<file path="config.mk">
export PLATFORM = sky130hd
export DESIGN_NAME = prm_edge_sweep
export DESIGN_NICKNAME = d
export VERILOG_FILES = /design/src/rtl/prm_sweep_pkg.sv /design/src/rtl/prm_mask_packer.sv /design/src/rtl/prm_edge_sweep.sv
export SDC_FILE = /design/constraint.sdc
export NUM_CORES = 1
export LEC_CHECK = 0
export CAP_MARGIN = 30
export CELL_PAD_IN_SITES_DETAIL_PLACEMENT = 0
export CELL_PAD_IN_SITES_GLOBAL_PLACEMENT = 1
export CORE_MARGIN = 1
export CORE_UTILIZATION = 37
export DETAILED_ROUTE_END_ITERATION = 8
export HOLD_SLACK_MARGIN = 0.1
export PLACE_DENSITY_LB_ADDON = 0.1
export RECOVER_POWER = 50
export SLEW_MARGIN = 0
export SYNTH_ARGS = -nofsm -noshare
export SYNTH_HDL_FRONTEND = slang
export SYNTH_SLANG_ARGS = --single-unit
</file>
<file path="constraint.sdc">
create_clock -name clk_i -period 3.4 [get_ports clk_i]
set_input_delay 0.51 -clock clk_i [delete_from_list [all_inputs] [get_ports clk_i]]
set_output_delay 0.51 -clock clk_i [all_outputs]
set_load 0.01 [all_outputs]
</file>
<file path="src/rtl/prm_sweep_pkg.sv">
// rtl/prm_sweep_pkg.sv - shared widths and state encoding for the PRM edge sweep
package prm_sweep_pkg;

    localparam int DEF_EDGE_W = 15;
    localparam int DEF_N_OBS  = 8;
    localparam int DEF_WORD_W = 32;
    localparam int DEF_LW     = $clog2(DEF_WORD_W);
    localparam int DEF_ADDR_W = DEF_EDGE_W - DEF_LW;

    typedef enum logic [1:0] {
        IDLE  = 2'd0,
        SWEEP = 2'd1,
        WRITE = 2'd2,
        DONE  = 2'd3
    } sweep_state_e;

endpackage

</file>
<file path="src/rtl/prm_mask_packer.sv">
// rtl/prm_mask_packer.sv - collects per-edge blocked bits and latches a full bitmap word
module prm_mask_packer #(
    parameter int WORD_W = 32,
    parameter int LW     = $clog2(WORD_W)
) (
    input  logic              clk_i,
    input  logic              rst_i,
    input  logic              clear_i,
    input  logic              set_en_i,
    input  logic [LW-1:0]     idx_i,
    input  logic              bit_i,
    input  logic              latch_i,
    output logic [WORD_W-1:0] word_o
);

    // The top bit never needs storage: it arrives in the same cycle as the latch.
    logic [WORD_W-2:0] pack_q, pack_d;
    logic [WORD_W-1:0] word_q, word_d;

    always_comb begin
        pack_d = pack_q;
        if (clear_i) begin
            pack_d = '0;
        end else if (set_en_i) begin
            for (int i = 0; i < WORD_W - 1; i++) begin
                if (idx_i == LW'(i)) pack_d[i] = bit_i;
            end
        end
    end

    always_comb begin
        word_d = word_q;
        if (latch_i) word_d = {bit_i, pack_q};
    end

    always_ff @(posedge clk_i or posedge rst_i) begin
        if (rst_i) begin
            pack_q <= '0;
            word_q <= '0;
        end else begin
            pack_q <= pack_d;
            word_q <= word_d;
        end
    end

    assign word_o = word_q;

endmodule

</file>
<file path="src/rtl/prm_edge_sweep.sv">
// rtl/prm_edge_sweep.sv - sweeps every edge code through the obstacle lanes and emits blocked bitmap words
module prm_edge_sweep
    import prm_sweep_pkg::*;
#(
    parameter int EDGE_W = DEF_EDGE_W,
    parameter int N_OBS  = DEF_N_OBS,
    parameter int WORD_W = DEF_WORD_W
) (
    input  logic                            clk_i,
    input  logic                            rst_i,
    input  logic                            start_i,
    input  logic                            abort_i,
    input  logic [N_OBS-1:0]                obs_en_i,
    output logic [EDGE_W-1:0]               edge_code_o,
    input  logic [N_OBS-1:0]                chk_mask_i,
    output logic                            wr_valid_o,
    input  logic                            wr_ready_i,
    output logic [EDGE_W-$clog2(WORD_W)-1:0] wr_addr_o,
    output logic [WORD_W-1:0]               wr_data_o,
    output logic                            busy_o,
    output logic                            done_o,
    output logic [EDGE_W:0]                 blocked_cnt_o
);

    localparam int LW = $clog2(WORD_W);
    localparam int AW = EDGE_W - LW;

    sweep_state_e     state_q, state_d;
    logic             busy_q, busy_d;
    logic             done_q, done_d;
    logic [N_OBS-1:0] obs_q, obs_d;
    logic [EDGE_W-1:0] edge_q, edge_d;
    logic [EDGE_W:0]  cnt_q, cnt_d;
    logic [AW-1:0]    addr_q, addr_d;
    logic             valid_q, valid_d;

    logic blocked, last_bit, last_edge, accept;
    logic pack_clear, pack_set, pack_latch;

    assign blocked   = |(chk_mask_i & obs_q);
    assign last_bit  = &edge_q[LW-1:0];
    assign last_edge = &edge_q;
    assign accept    = valid_q & wr_ready_i;

    always_ff @(posedge clk_i or posedge rst_i) begin
        if (rst_i) begin
            state_q <= IDLE;
            busy_q  <= 1'b0;
            done_q  <= 1'b0;
        end else begin
            state_q <= state_d;
            busy_q  <= busy_d;
            done_q  <= done_d;
        end
    end

    always_comb begin
        state_d = state_q;
        if (abort_i) begin
            state_d = IDLE;
        end else begin
            case (state_q)
                IDLE:    if (start_i) state_d = SWEEP;
                SWEEP:   if (last_bit) state_d = WRITE;
                WRITE:   if (accept) state_d = last_edge ? DONE : SWEEP;
                DONE:    state_d = IDLE;
                default: state_d = IDLE;
            endcase
        end
    end

    always_comb begin
        busy_d     = (state_d == SWEEP) || (state_d == WRITE);
        done_d     = (state_d == DONE);
        obs_d      = obs_q;
        edge_d     = edge_q;
        cnt_d      = cnt_q;
        addr_d     = addr_q;
        valid_d    = valid_q;
        pack_clear = 1'b0;
        pack_set   = 1'b0;
        pack_latch = 1'b0;
        // Abort freezes the datapath; only the pending word is withdrawn.
        if (abort_i) begin
            valid_d = 1'b0;
        end else begin
            case (state_q)
                IDLE: begin
                    if (start_i) begin
                        obs_d      = obs_en_i;
                        edge_d     = '0;
                        cnt_d      = '0;
                        pack_clear = 1'b1;
                    end
                end
                SWEEP: begin
                    pack_set = 1'b1;
                    cnt_d    = cnt_q + (EDGE_W+1)'(blocked);
                    if (last_bit) begin
                        addr_d     = edge_q[EDGE_W-1:LW];
                        valid_d    = 1'b1;
                        pack_latch = 1'b1;
                    end else begin
                        edge_d = edge_q + EDGE_W'(1);
                    end
                end
                WRITE: begin
                    if (accept) begin
                        valid_d    = 1'b0;
                        pack_clear = 1'b1;
                        if (!last_edge) edge_d = edge_q + EDGE_W'(1);
                    end
                end
                default: ;
            endcase
        end
    end

    always_ff @(posedge clk_i or posedge rst_i) begin
        if (rst_i) begin
            obs_q   <= '0;
            edge_q  <= '0;
            cnt_q   <= '0;
            addr_q  <= '0;
            valid_q <= 1'b0;
        end else begin
            obs_q   <= obs_d;
            edge_q  <= edge_d;
            cnt_q   <= cnt_d;
            addr_q  <= addr_d;
            valid_q <= valid_d;
        end
    end

    prm_mask_packer #(
        .WORD_W (WORD_W),
        .LW     (LW)
    ) u_packer (
        .clk_i    (clk_i),
        .rst_i    (rst_i),
        .clear_i  (pack_clear),
        .set_en_i (pack_set),
        .idx_i    (edge_q[LW-1:0]),
        .bit_i    (blocked),
        .latch_i  (pack_latch),
        .word_o   (wr_data_o)
    );

    assign edge_code_o   = edge_q;
    assign wr_valid_o    = valid_q;
    assign wr_addr_o     = addr_q;
    assign busy_o        = busy_q;
    assign done_o        = done_q;
    assign blocked_cnt_o = cnt_q;

endmodule

</file>
Yosys cells after proc, flatten, opt, wreduce, memory -nomap -nowiden
Index checks and enable logic that the tools add are counted.
Widths: inputs -> output; s select.
{"block": "op_classes", "bitwise_logic": 3, "reduce_logical": 77, "n_mux": 59, "n_eq_ne": 42, "n_addsub": 2}
{"operator": "$eq 5x5->1 const B", "count": 15}
{"operator": "$reduce_bool 2->1", "count": 33}
{"operator": "$mux 31", "count": 2}
{"operator": "$reduce_and 2->1", "count": 31}
{"operator": "$mux 15", "count": 4}
{"operator": "$pmux 15 s3", "count": 1}
{"operator": "$mux 1", "count": 42}
{"operator": "$eq 5x4->1 const B", "count": 8}
{"operator": "$pmux 16 s2", "count": 1}
{"operator": "$eq 5x3->1 const B", "count": 4}
{"operator": "$add 16x1->16", "count": 1}
{"operator": "$mux 16", "count": 1}
{"operator": "$add 15x1->15 const B", "count": 1}
{"operator": "$reduce_and 15->1", "count": 1}
{"operator": "$eq 5x2->1 const B", "count": 2}
{"operator": "$mux 2", "count": 5}
{"operator": "$reduce_and 3->1", "count": 3}
{"operator": "$and 8x8->8", "count": 1}
{"operator": "$eq 2x2->1 const B", "count": 4}
{"operator": "$ne 2x2->1 const B", "count": 4}
{"operator": "$pmux 2 s4", "count": 1}
{"operator": "$reduce_or 8->1", "count": 1}
{"operator": "$reduce_and 7->1", "count": 1}
{"operator": "$ne 3x3->1 const B", "count": 2}
{"operator": "other kinds (11)", "count": 14}
{"block": "totals", "output_inout_bits": 76, "regBits": 117, "wordCells": 223, "in_bits": 21}

Longest topological paths before layout
Gate-level depths: netlist of run 1.
{"block": "depth", "ltp_word": 7, "mapped_depth": 10, "depth_no_buf": 8}

Modules after synthesis
From an unflattened synthesis of run 1, not the netlist that was laid out.
{"block": "unflattened", "hier_cells": 475, "hier_area_um2": 5484.0}
{"mod": "prm_mask_packer", "instances": 1, "cells_per_inst": 215, "seq_area_each_um2": 1576.5, "area_per_inst_um2": 2758.9}
{"mod": "prm_edge_sweep", "instances": 1, "cells_per_inst": 260, "seq_area_each_um2": 1351.3, "area_per_inst_um2": 2725.1}

Worst setup path before layout of run 1
Ideal clock, no wire load.
{"block": "synth_timing", "kind": "reg2reg", "from": "register edge_q[0] (netlist: edge_code_o[0])", "to": "register edge_q[11] (netlist: edge_code_o[11])", "n_path_buf": 2, "setup_time_ps": 95, "required_time_ps": 3305, "setup_slack_ps": 958, "period_less_slack_ps": 2442, "arrival_ps": 2347, "path_stages_with_launch": 11, "cell_sequence": "dfrtp_1 ha_1 and3_1 buf_4 ha_1 a21oi_1 o2111ai_1 o21bai_4 or2_4 buf_6 o31ai_1"}
{"block": "synth_via", "elab_chain_cells": 4, "word_cells_on_any_way": 10, "cone_classes": "add/sub (1); eq/ne (2); mux (4); reduce/logical (3)"}
{"element": "start, declared", "line": "prm_edge_sweep.sv:32", "text": "logic [EDGE_W-1:0] edge_q, edge_d;"}
{"element": "start signal, assigned", "line": "prm_edge_sweep.sv:128", "text": "edge_q <= edge_d;"}
{"element": "$add 15x1->15", "line": "prm_edge_sweep.sv:104, prm_edge_sweep.sv:111"}
{"element": "$mux 15", "line": "prm_edge_sweep.sv:111", "text": "if (!last_edge) edge_d = edge_q + EDGE_W'(1);"}
{"element": "$mux 15", "line": "prm_edge_sweep.sv:108", "text": "if (accept) begin"}
{"element": "$pmux 15 s3", "line": "prm_edge_sweep.sv:87", "text": "case (state_q)"}
Parallel ways exist; a longest one is shown, timed or not. The select of a mux whose other input is x is not followed.
A chain may end at the register's enable or synchronous reset.

Final worst setup path of run 1
{"block": "layout_timing", "from": "register edge_q[0] (netlist: edge_code_o[0])", "to": "register edge_q[5] (netlist: edge_code_o[5])"}
Same word-level chain as after synthesis.

==> impl_results.md, run 1 <==
- Initial Util: 0.3775
- Post-synthesis async set-or-reset flop share: 1.000
- Startpoint Class: flip-flop
- Largest net degree at the start of global routing: ~120
- RR Startpoint: edge_code_o[0]
- TritonCTS clock tree: yes
- Final setup TNS: 0 ns
- First-pass GRT wire length: between 15000 and 20000 um
- Seq cells post-synth: 117
- Worst R2R End: edge_code_o[5]
- Failing checks: max-capacitance violations, max-slew violations
- Status: complete, but fails checks
- Synth unique cells: 51
- P per Cell Area: 572.6 mW/mm2
- IO buf count: 96
- Worst hold stages: 1
- Drt wl/cell: 15.26 um
- Routability cong.: approximately 0.8
- Cell taking the most area after synthesis: dfrtp_1
- Met3 routed WL: 660 um
- Synth top area cells: dfrtp_1, mux2_2, nor2_1
- IR Drop Worst-Case VDD: 321.3 uV
- Drt first pass iters: 5
- Sequential area share after synthesis: 0.5357
- Worst-margin pin slew: 1.629 ns
- CTS H-tree depth: 4
- Min Tclk post-route: between 2 and 3 ns
- Max-cap violations: 1
- Syn avg cell area: between 10 and 15 um2
- Area growth syn-to-layout: 31.34%
- Via density: 5.181
- Top_reg_cell synth: dfrtp_1
- DP Area: 0.006586 mm2
- Number of global-route vias before repair: about 4000
- Num CTS Buffers: 17
- Critical Path RT: between 3 and 4 ns
- Metal2 WL: roughly 5400 um
- Final ANT Viol Nets: 0
- CORE AREA: about 0.014 mm2
- Hold path endpoint: wr_addr_o[5]
- # diodes: 0
- Syn Nets: 542
- # rows: 44
- Most frequent cells in the layout: dfrtp_1, clkdlybuf4s50_1, nor2_1, nor3_1, mux2_2
- Max Freq: between 300 and 400 MHz
- Hold Crit Class: reg2reg
- Crit path max fanout: 17
- Clock root buffer: clkbuf_16
- Clk_skew: 0.008190 ns
- R2r worst-path depth: 8
- Fin crit share: 0.8235
- Max-slew headroom: -0.08585
- CP arrival: 3.10 ns
- Most common cell after layout, fill and taps aside: dfrtp_1
- Antenna violations before repair: 0
- Number of setup buffers added after CTS: 0
- Dpl hpwl: 7822 um
- Routed WL: 12160 um
- Fin area: a little over 0.007 mm2
- CTS resizes: 0
- Die H: between 100 and 150 um
- I/O pin cnt: between 90 and 100
- Synth top area share: 0.5357
- M1 WL: between 5000 and 6000 um
- Setup crit end kind: flip-flop
- Total grt overflow: 0
- RSZ-0062 raised after global routing: no
- Via count: 4129
- Clock tree buffer depth: 2
- Final Hold Vio Count: 0
- LEAKAGE: 3.267 nW
- Worst R2R Setup Slack: 0.60 ns
- Layout net count: between 600 and 700
- Clk sinks: between 100 and 150
- Detailed-route DRC error count: 0
- Hold Buf Count CTS: 0
- Clock Latency Late Sink: roughly 0.42 ns
- Die W: 123.5 um
- DR iter-0 viols: 177
- Synth Cell Area: 0.005465 mm2
- Syn Inst Count: 508
- Hold Startpoint: wr_addr_o[5]
- Crit Path Category: reg2reg
- Setup Viol. Count Final: 0
- Gr usage total: 0.1732
- Highest metal used: met4
- Post-synth EDFFs: 0
- Warning count from the yosys run: 0
- Clock transition at path regs: 0.05 ns
- Die area: approximately 0.015 mm2
- Layout cells sized above 1: 0.1468
- Max-slew violation count: approximately 120
through the flow:
step | util | power, mW | setup WS, ns | hold slack, ns | cells
final | 0.4958 | 4.110 | 0.6000 | 0.4830 | 797
after global placement | 0.4549 | 2.301 | 0.7444 | 0.4688 | 765
after detailed placement | 0.4549 | 2.316 | 0.6219 | 0.4782 | 765
after floorplan | - | 2.077 | 0.9576 | 0.4574 | 508
after CTS | 0.4970 | 4.163 | 0.6000 | 0.4925 | 797
after global routing | 0.4958 | 4.311 | 0.3822 | 0.5035 | 797
power breakdown:
| part | switching [mW] | internal, mW |
|---|---|---|
| clock network | 0.642 | 1.19 |
| registers | 0.0778 | 1.49 |
| logic | 0.418 | 0.289 |
metal layers:
layer	global-route usage	vias to the layer above
li1	-	1967
met1	0.2369	2031
met2	0.2514	112
met3	0.04982	19
met4	0.08133	0
met5	0	-
Yosys cell counts (all sizes together) (3+ instances only):
library cell and count:
ha 13, nand2 36, mux2i 9, clkbuf 15
inv 10, nor3 40, nor2 65, o21ai 18
mux2 50, dfrtp 117, nand2b 3, and2 4
and3 8, buf 16, a21oi 22, o31ai 9
a22oi 5, nand3 19, nand4 6, xor2 12
nor2b 4, and4 4
how the worst max path moves through the flow:
stage | from | endpoint | slack, ns | cells past startpoint
6_report | edge_code_o[0] | edge_code_o[5] | 0.60 | 8
2_1_floorplan | edge_code_o[0] | edge_code_o[11] | 0.96 | 10
5_1_grt | edge_code_o[0] | edge_code_o[5] | 0.38 | 8
3_5_place_dp | edge_code_o[0] | edge_code_o[5] | 0.62 | 8
4_1_cts | edge_code_o[0] | edge_code_o[5] | 0.60 | 8
3_3_place_gp | edge_code_o[0] | edge_code_o[5] | 0.74 | 8
flip-flops by register name, summed over array words and instances (netlist names):
signal           cells
busy_o               1
wr_addr_o           10
obs_q                8
u_packer.word_o     32
edge_code_o         15
blocked_cnt_o       16
u_packer.pack_q     31
state_q              2
wr_valid_o           1
done_o               1
logic make-up (layout without fill, tap and decap cells):
group	count (synthesis)	after routing	share of synthesized area
AND/OR/NAND/NOR	195	195	0.1756
flip-flops	117	117	0.5357
AO/OA/AOI/OAI	68	68	0.08196
multiplexers	59	59	0.1195
buffers and inverters	42	147	0.03502
XOR/XNOR	14	14	0.02244
adder cells (fa/ha/maj)	13	13	0.02976
critical path, stage by stage, from the launching register on:
cell,delay (ns)
dfrtp_1,0.45
ha_1,0.28
and3_1,0.30
ha_1,0.29
a21oi_1,0.18
o2111ai_1,0.18
o21bai_4,0.30
or2_4,0.34
o41ai_1,0.36
layout make-up:
class	count	area, um2
sequential	117	2928
clock buffer	21	460.4
timing repair buffer	104	1021
inverter	11	45.04
tap	184	230.2
multi-input combinational	349	2345
clock inverter	11	148.9
fill	1331	7301
Power figures use the tool's default switching activity.
==> run 2: changes to the inputs <==
Settings changed: CORE_UTILIZATION 37 to 41.
Clock period 3.4 ns to 2.6 ns, I/O delays scaled along.
==> run 2 against run 1 <==
Net effect:
- the run still ends with max-capacitance violations, max-slew violations left
- sequential share of layout area down 0.23 points
- via count fell by 0.36%
- die area shrank 9.6%
- critical path depth is the same
- first-iteration DRC count grew 42%
- register-to-register slack got worse by 0.41 ns
- cell count fell by 0.13%
- sequential cell count unchanged
- largest power group unchanged
==> impl_results.md, run 2 (synthesis gave the netlist of run 1 again) <==
- Setup ws final: about 0.19 ns
- Final ANT Viol Nets: 0
- Fin crit share: 0.9284
- Clock root buffer: clkbuf_16
- Antenna violations before repair: 0
- CORE AREA: 0.01282 mm2
- Hold Crit Class: reg2reg
- Largest net degree at the start of global routing: between 100 and 150
- Final setup TNS: 0 ns
- Via count: 4114
- Crit path max fanout: 12
- P per Cell Area: about 720 mW/mm2
- CTS H-tree depth: 4
- Total grt overflow: 0
- Setup Viol. Count Final: 0
- Initial Util: 0.4261
- Num CTS Buffers: 17
- Min Tclk post-route: 2.414 ns
- Die area: 0.01380 mm2
- Routability cong.: 0.7831
- Drt first pass iters: 4
- Number of setup buffers added after CTS: 0
- CTS resizes: 0
- CP arrival: 2.70 ns
- Largest register FFs: 32
- Number of global-route vias before repair: ~4200
- I/O pin cnt: 97
- Routed WL: 11850 um
- Max-slew violation count: 118
- Startpoint Class: flip-flop
- First-pass GRT wire length: 20600 um
- TritonCTS clock tree: yes
- Most common cell after layout, fill and taps aside: dfrtp_1
- Detailed-route DRC error count: 0
- RSZ-0062 raised after global routing: no
- Area growth syn-to-layout: 32.10%
- # rows: 41
- Worst-margin pin slew: roughly 1.6 ns
- Die H: 117.5 um
- LEAKAGE: between 3 and 4 nW
- Status: complete, but fails checks
- Final Hold Vio Count: 0
- Layout cells sized above 1: 0.1587
- Max-slew headroom: -0.05925
- Die W: 117.5 um
- Drt wl/cell: 14.88 um
- Max-cap violations: 1
- DR iter-0 viols: 252
- Clock Latency Late Sink: 0.41 ns
- # diodes: 0
- Dpl hpwl: 7752 um
- Hold Buf Count CTS: 0
- Pre-CTS WS: 0.1856 ns
- IR Drop Worst-Case VDD: 337.0 uV
- Via density: 5.168
- Max Freq: 414.3 MHz
- Layout net count: 647
- Critical Path RT: 2.88 ns
- Setup crit end kind: flip-flop
- Clk sinks: 117
- Clock tree buffer depth: 2
- Failing checks: max-capacitance violations, max-slew violations
- IO buf count: 96
- Clock transition at path regs: 0.05 ns
- Clk_skew: 0.005236 ns
- Most frequent cells in the layout: dfrtp_1, nor2_1, clkdlybuf4s50_1, nor3_1, mux2_2
- Crit Path Category: reg2reg
- Gr usage total: 0.1881
-- run 2: cell types whose count changed in the layout (fill, tap and decap cells not counted), sizes merged --
cell / change
clkinvlp: -3
inv: -2
clkbuf: +6
clkdlybuf4s50: -7
dlygate4sd3: +7
bufinv: -2
buf: +12
-- run 2: power breakdown --
part / switching, mW / internal (mW) / leakage, nW
sequential: 0.0835 / 1.95 / 1.61
clock: 0.763 / 1.42 / 0.276
combinational: 0.567 / 0.416 / 1.46
-- run 2: cell type report --
cell class / instances / area, um2
tap: 172 / 215.2
clock inverter: 4 / 45.04
timing repair buffer: 117 / 1127
inverter: 11 / 45.04
clock buffer: 26 / 509.2
sequential: 117 / 2928
multi-input combinational: 349 / 2350
fill: 1139 / 5605
-- run 2: routing by layer --
metal	routed length [um]	vias to the layer above	GRT usage
met5	0	-	0
met3	524	17	0.04797
li1	-	1990	-
met4	218	0	0.08093
met1	5602	2008	0.2527
met2	5500	99	0.2877
-- run 2: path summary, 6_finish.rpt --
check,start,to,slack [ns],depth (start not counted)
min reg2reg,wr_addr_o[5],wr_addr_o[5],0.48,1
min in group asynchronous,rst_i,u_packer.word_o[24],1.06,3
max reg2reg,edge_code_o[0],edge_code_o[5],0.19,8
max,edge_code_o[0],edge_code_o[5],0.19,8
min,wr_addr_o[5],wr_addr_o[5],0.48,1
max in group asynchronous,rst_i,u_packer.pack_q[5],0.57,3
-- run 2: worst max-delay path, stage by stage, from the launching register on --
cell       delay (ns)
dfrtp_1          0.37
ha_1             0.25
and3_1           0.21
ha_1             0.19
a21oi_1          0.15
o2111ai_1        0.18
o21bai_4         0.21
or2_4            0.30
o41ai_1          0.41
-- run 2: per-stage QoR --
stage	instances	total power, mW	cell area [um2]	hold WS (ns)	utilization
2_1_floorplan	508	2.716	5469	0.4564	-
3_3_place_gp	766	3.041	6681	0.4690	0.5210
3_5_place_dp	766	3.066	6681	0.4784	0.5210
4_1_cts	796	5.281	7236	0.4932	0.5642
5_1_grt	796	5.493	7219	0.5010	0.5629
6_report	796	5.205	7219	0.4792	0.5629
==> run 3: changes to the inputs <==
Settings changed: CORE_UTILIZATION 41 to 42, SYNTH_HIERARCHICAL from default to 1.
==> run 3 against run 2 <==
Net effect:
- the flow now finishes without violations
- count of clock-buffer cells in the layout decreased by 3
- synthesized cell count down 6.5%
- global-route usage up 0.49 points
- largest power group unchanged
==> impl_results.md, run 3 <==
- Drt wl/cell: 15.43 um
- Num CTS Buffers: 17
- Syn Inst Count: 475
- Total power draw: 5.550 mW
- IR Drop Worst-Case VDD: 345.7 uV
- Worst R2R Setup Slack: 0.26 ns
- Crit Path Category: reg2reg
- Final setup TNS: 0 ns
- CTS resizes: 0
- Worst R2R End: edge_code_o[13]
- Synth Cell Area: 0.005484 mm2
- Hold path endpoint: u_packer/word_o[21]
- Routability cong.: approximately 0.8
- RSZ-0062 raised after global routing: no
- Syn Nets: around 500
- Total grt overflow: 0
- CTS H-tree depth: 4
- Largest net degree at the start of global routing: 39
- Sw frac: 0.2920
- Post-layout util: 0.5759
- Post-synthesis async set-or-reset flop share: 1.000
- Clock transition at path regs: 0.05 ns
- Clk pwr share: 0.403
- Detailed-route DRC error count: 0
- Area occupied by multi-input gates: 0.002400 mm2
- Synth unique cells: 48
- Gr usage total: 0.1930
- Post-synth EDFFs: 0
- P_int: 3.929 mW
- Crit path max fanout: 12
- Fin crit share: 0.8990
- Warning count from the yosys run: 6
- Synth Area in Compound Gates: 0.07073
- DR iter-0 viols: approximately 240
- Most common cell after layout, fill and taps aside: dfrtp_1
- Final ANT Viol Nets: 0
- Layout cells sized above 1: 0.1753
- CORE AREA: 0.01267 mm2
- Clock root buffer: clkbuf_16
- # rows: 41
- Most frequent cells in the layout: dfrtp_1, clkdlybuf4s50_1, nand2_1, mux2_2, dlygate4sd3_1
- Clk sinks: 117
- Via density: 5.123
- Via count: 3950
- Sequential area share after synthesis: 0.5339
- Die H: 116.3 um
- Startpoint Class: flip-flop
- Synth Area in Adders: 0.02053
- Largest family of logic cells by synthesized area: multiplexers
- Die W: between 100 and 150 um
- Synth Area in Simple Gates: 0.1627
- DP Area: about 0.0067 mm2
- Max-slew violation count: 0
- R2r worst-path depth: 8
- Layout net count: slightly above 600
- Hold Buf Count CTS: 0
- Setup Viol. Count Final: 0
- Synth top area share: 0.5339
- Count leader, synth: dfrtp_1
- Worst hold stages: 1
- FILL cells: 1111
- Synth top area cells: dfrtp_1, mux2_2, mux2i_1
- Psw: 1.621 mW
- Mux cell area share after synthesis: 0.1629
- Clk_skew: around 0.013 ns
- Pre-CTS WS: 0.2522 ns
- Min Tclk post-route: 2.337 ns
- I/O pin cnt: between 90 and 100
- Combinational share of power: 0.231
- Drt first pass iters: 4
- Sequential Area: between 0.002 and 0.003 mm2
- Post-Layout Cell Count: 771
- Hold Crit Class: reg2reg
- Worst hold slack: around 0.48 ns
- Antenna violations before repair: 0
- Clock tree buffer depth: 2
- Max-cap violations: 0
- Critical Path RT: 2.91 ns
- Hold Startpoint: u_packer/word_o[21]
- XOR/XNOR Fraction of Synth Area: 0.02076
- Post-placement cell count: 739
- Number of global-route vias before repair: 3971
- Die area: 0.01352 mm2
- Max Freq: 427.8 MHz
- IO buf count: 96
- P per Cell Area: 760.6 mW/mm2
- Dpl hpwl: 7960 um
- First-pass GRT wire length: around 20000 um
- Worst-margin pin slew: 0.9999 ns
- CP arrival: 2.65 ns
- Area growth syn-to-layout: 33.06%
- Cell taking the most area after synthesis: dfrtp_1
- Fin area: roughly 0.0073 mm2
- Seq cells post-synth: around 120
- Initial Util: 0.4328
- Number of setup buffers added after CTS: 0
- Clock Latency Late Sink: 0.41 ns
- Routed WL: 11900 um
- Syn avg cell area: 11.55 um2
- Max-slew headroom: 0.3327
- Top_reg_cell synth: dfrtp_1
- LEAKAGE: 3.577 nW
- RR Startpoint: edge_code_o[0]
- # diodes: 0
- Final Hold Vio Count: 0
- Setup ws final: 0.2627 ns
- Status: complete, no violations
- Register share of total power: 0.366
- Setup crit end kind: flip-flop
- TritonCTS clock tree: yes
- Top cells by count, synth: dfrtp_1, nand2_1, mux2_2
- Largest register FFs: 32
[run 3: changes by cell type after synthesis, moves of 5 or more]
cell,before,now
mux2_1,10,2
mux2_2,40,48
mux2i_1,9,33
nor3_1,40,2
nand2_1,35,50
o21ai_0,15,20
nand3_1,18,13
nand2b_1,3,34
nor2_1,65,19
a21oi_1,22,7
[run 3: cell type report]
class,count,share of cell area
flip-flops and latches,117,0.4012
multi-input cells,324,0.3289
repair buffers,117,0.1576
clock buffers,23,0.06413
well taps,172,0.02949
clock inverters,9,0.01406
inverters,9,0.004630
[run 3: kinds of logic after synthesis]
logic type	count (synthesis)
AO/OA/AOI/OAI	57
XOR/XNOR	13
adder cells (fa/ha/maj)	9
buffers and inverters	34
flip-flops	117
multiplexers	83
AND/OR/NAND/NOR	162
[run 3: worst max path at each step]
stage	from	to	cells after the start
5_1_grt	edge_code_o[0]	edge_code_o[7]	8
4_1_cts	edge_code_o[0]	edge_code_o[13]	8
3_5_place_dp	edge_code_o[0]	edge_code_o[11]	8
2_1_floorplan	edge_code_o[0]	edge_code_o[3]	9
3_3_place_gp	edge_code_o[0]	edge_code_o[12]	8
6_report	edge_code_o[0]	edge_code_o[13]	8
[run 3: power by group through the flow]
stage	combinational, mW	sequential, mW	clock [mW]
after global routing	1.42	2.04	2.38
after detailed placement	1.30	2.06	0
after global placement	1.27	2.06	0
after floorplan	0.852	2.07	0
final	1.28	2.03	2.24
after CTS	1.31	2.03	2.29
[run 3: critical path: stages, from the launching register on]
cell and delay (ns):
dfrtp_1 0.38, ha_1 0.23, and3_1 0.19, ha_1 0.18
a21o_1 0.20, a2111oi_4 0.38, o21ai_2 0.11, or2_4 0.31
o31ai_1 0.26
[run 3: per-layer routing]
layer | share of wire | GRT usage
met1 | 0.47 | 0.2523
met2 | 0.49 | 0.3030
met3 | 0.038 | 0.05241
met4 | 0.0055 | 0.08034
met5 | 0 | 0
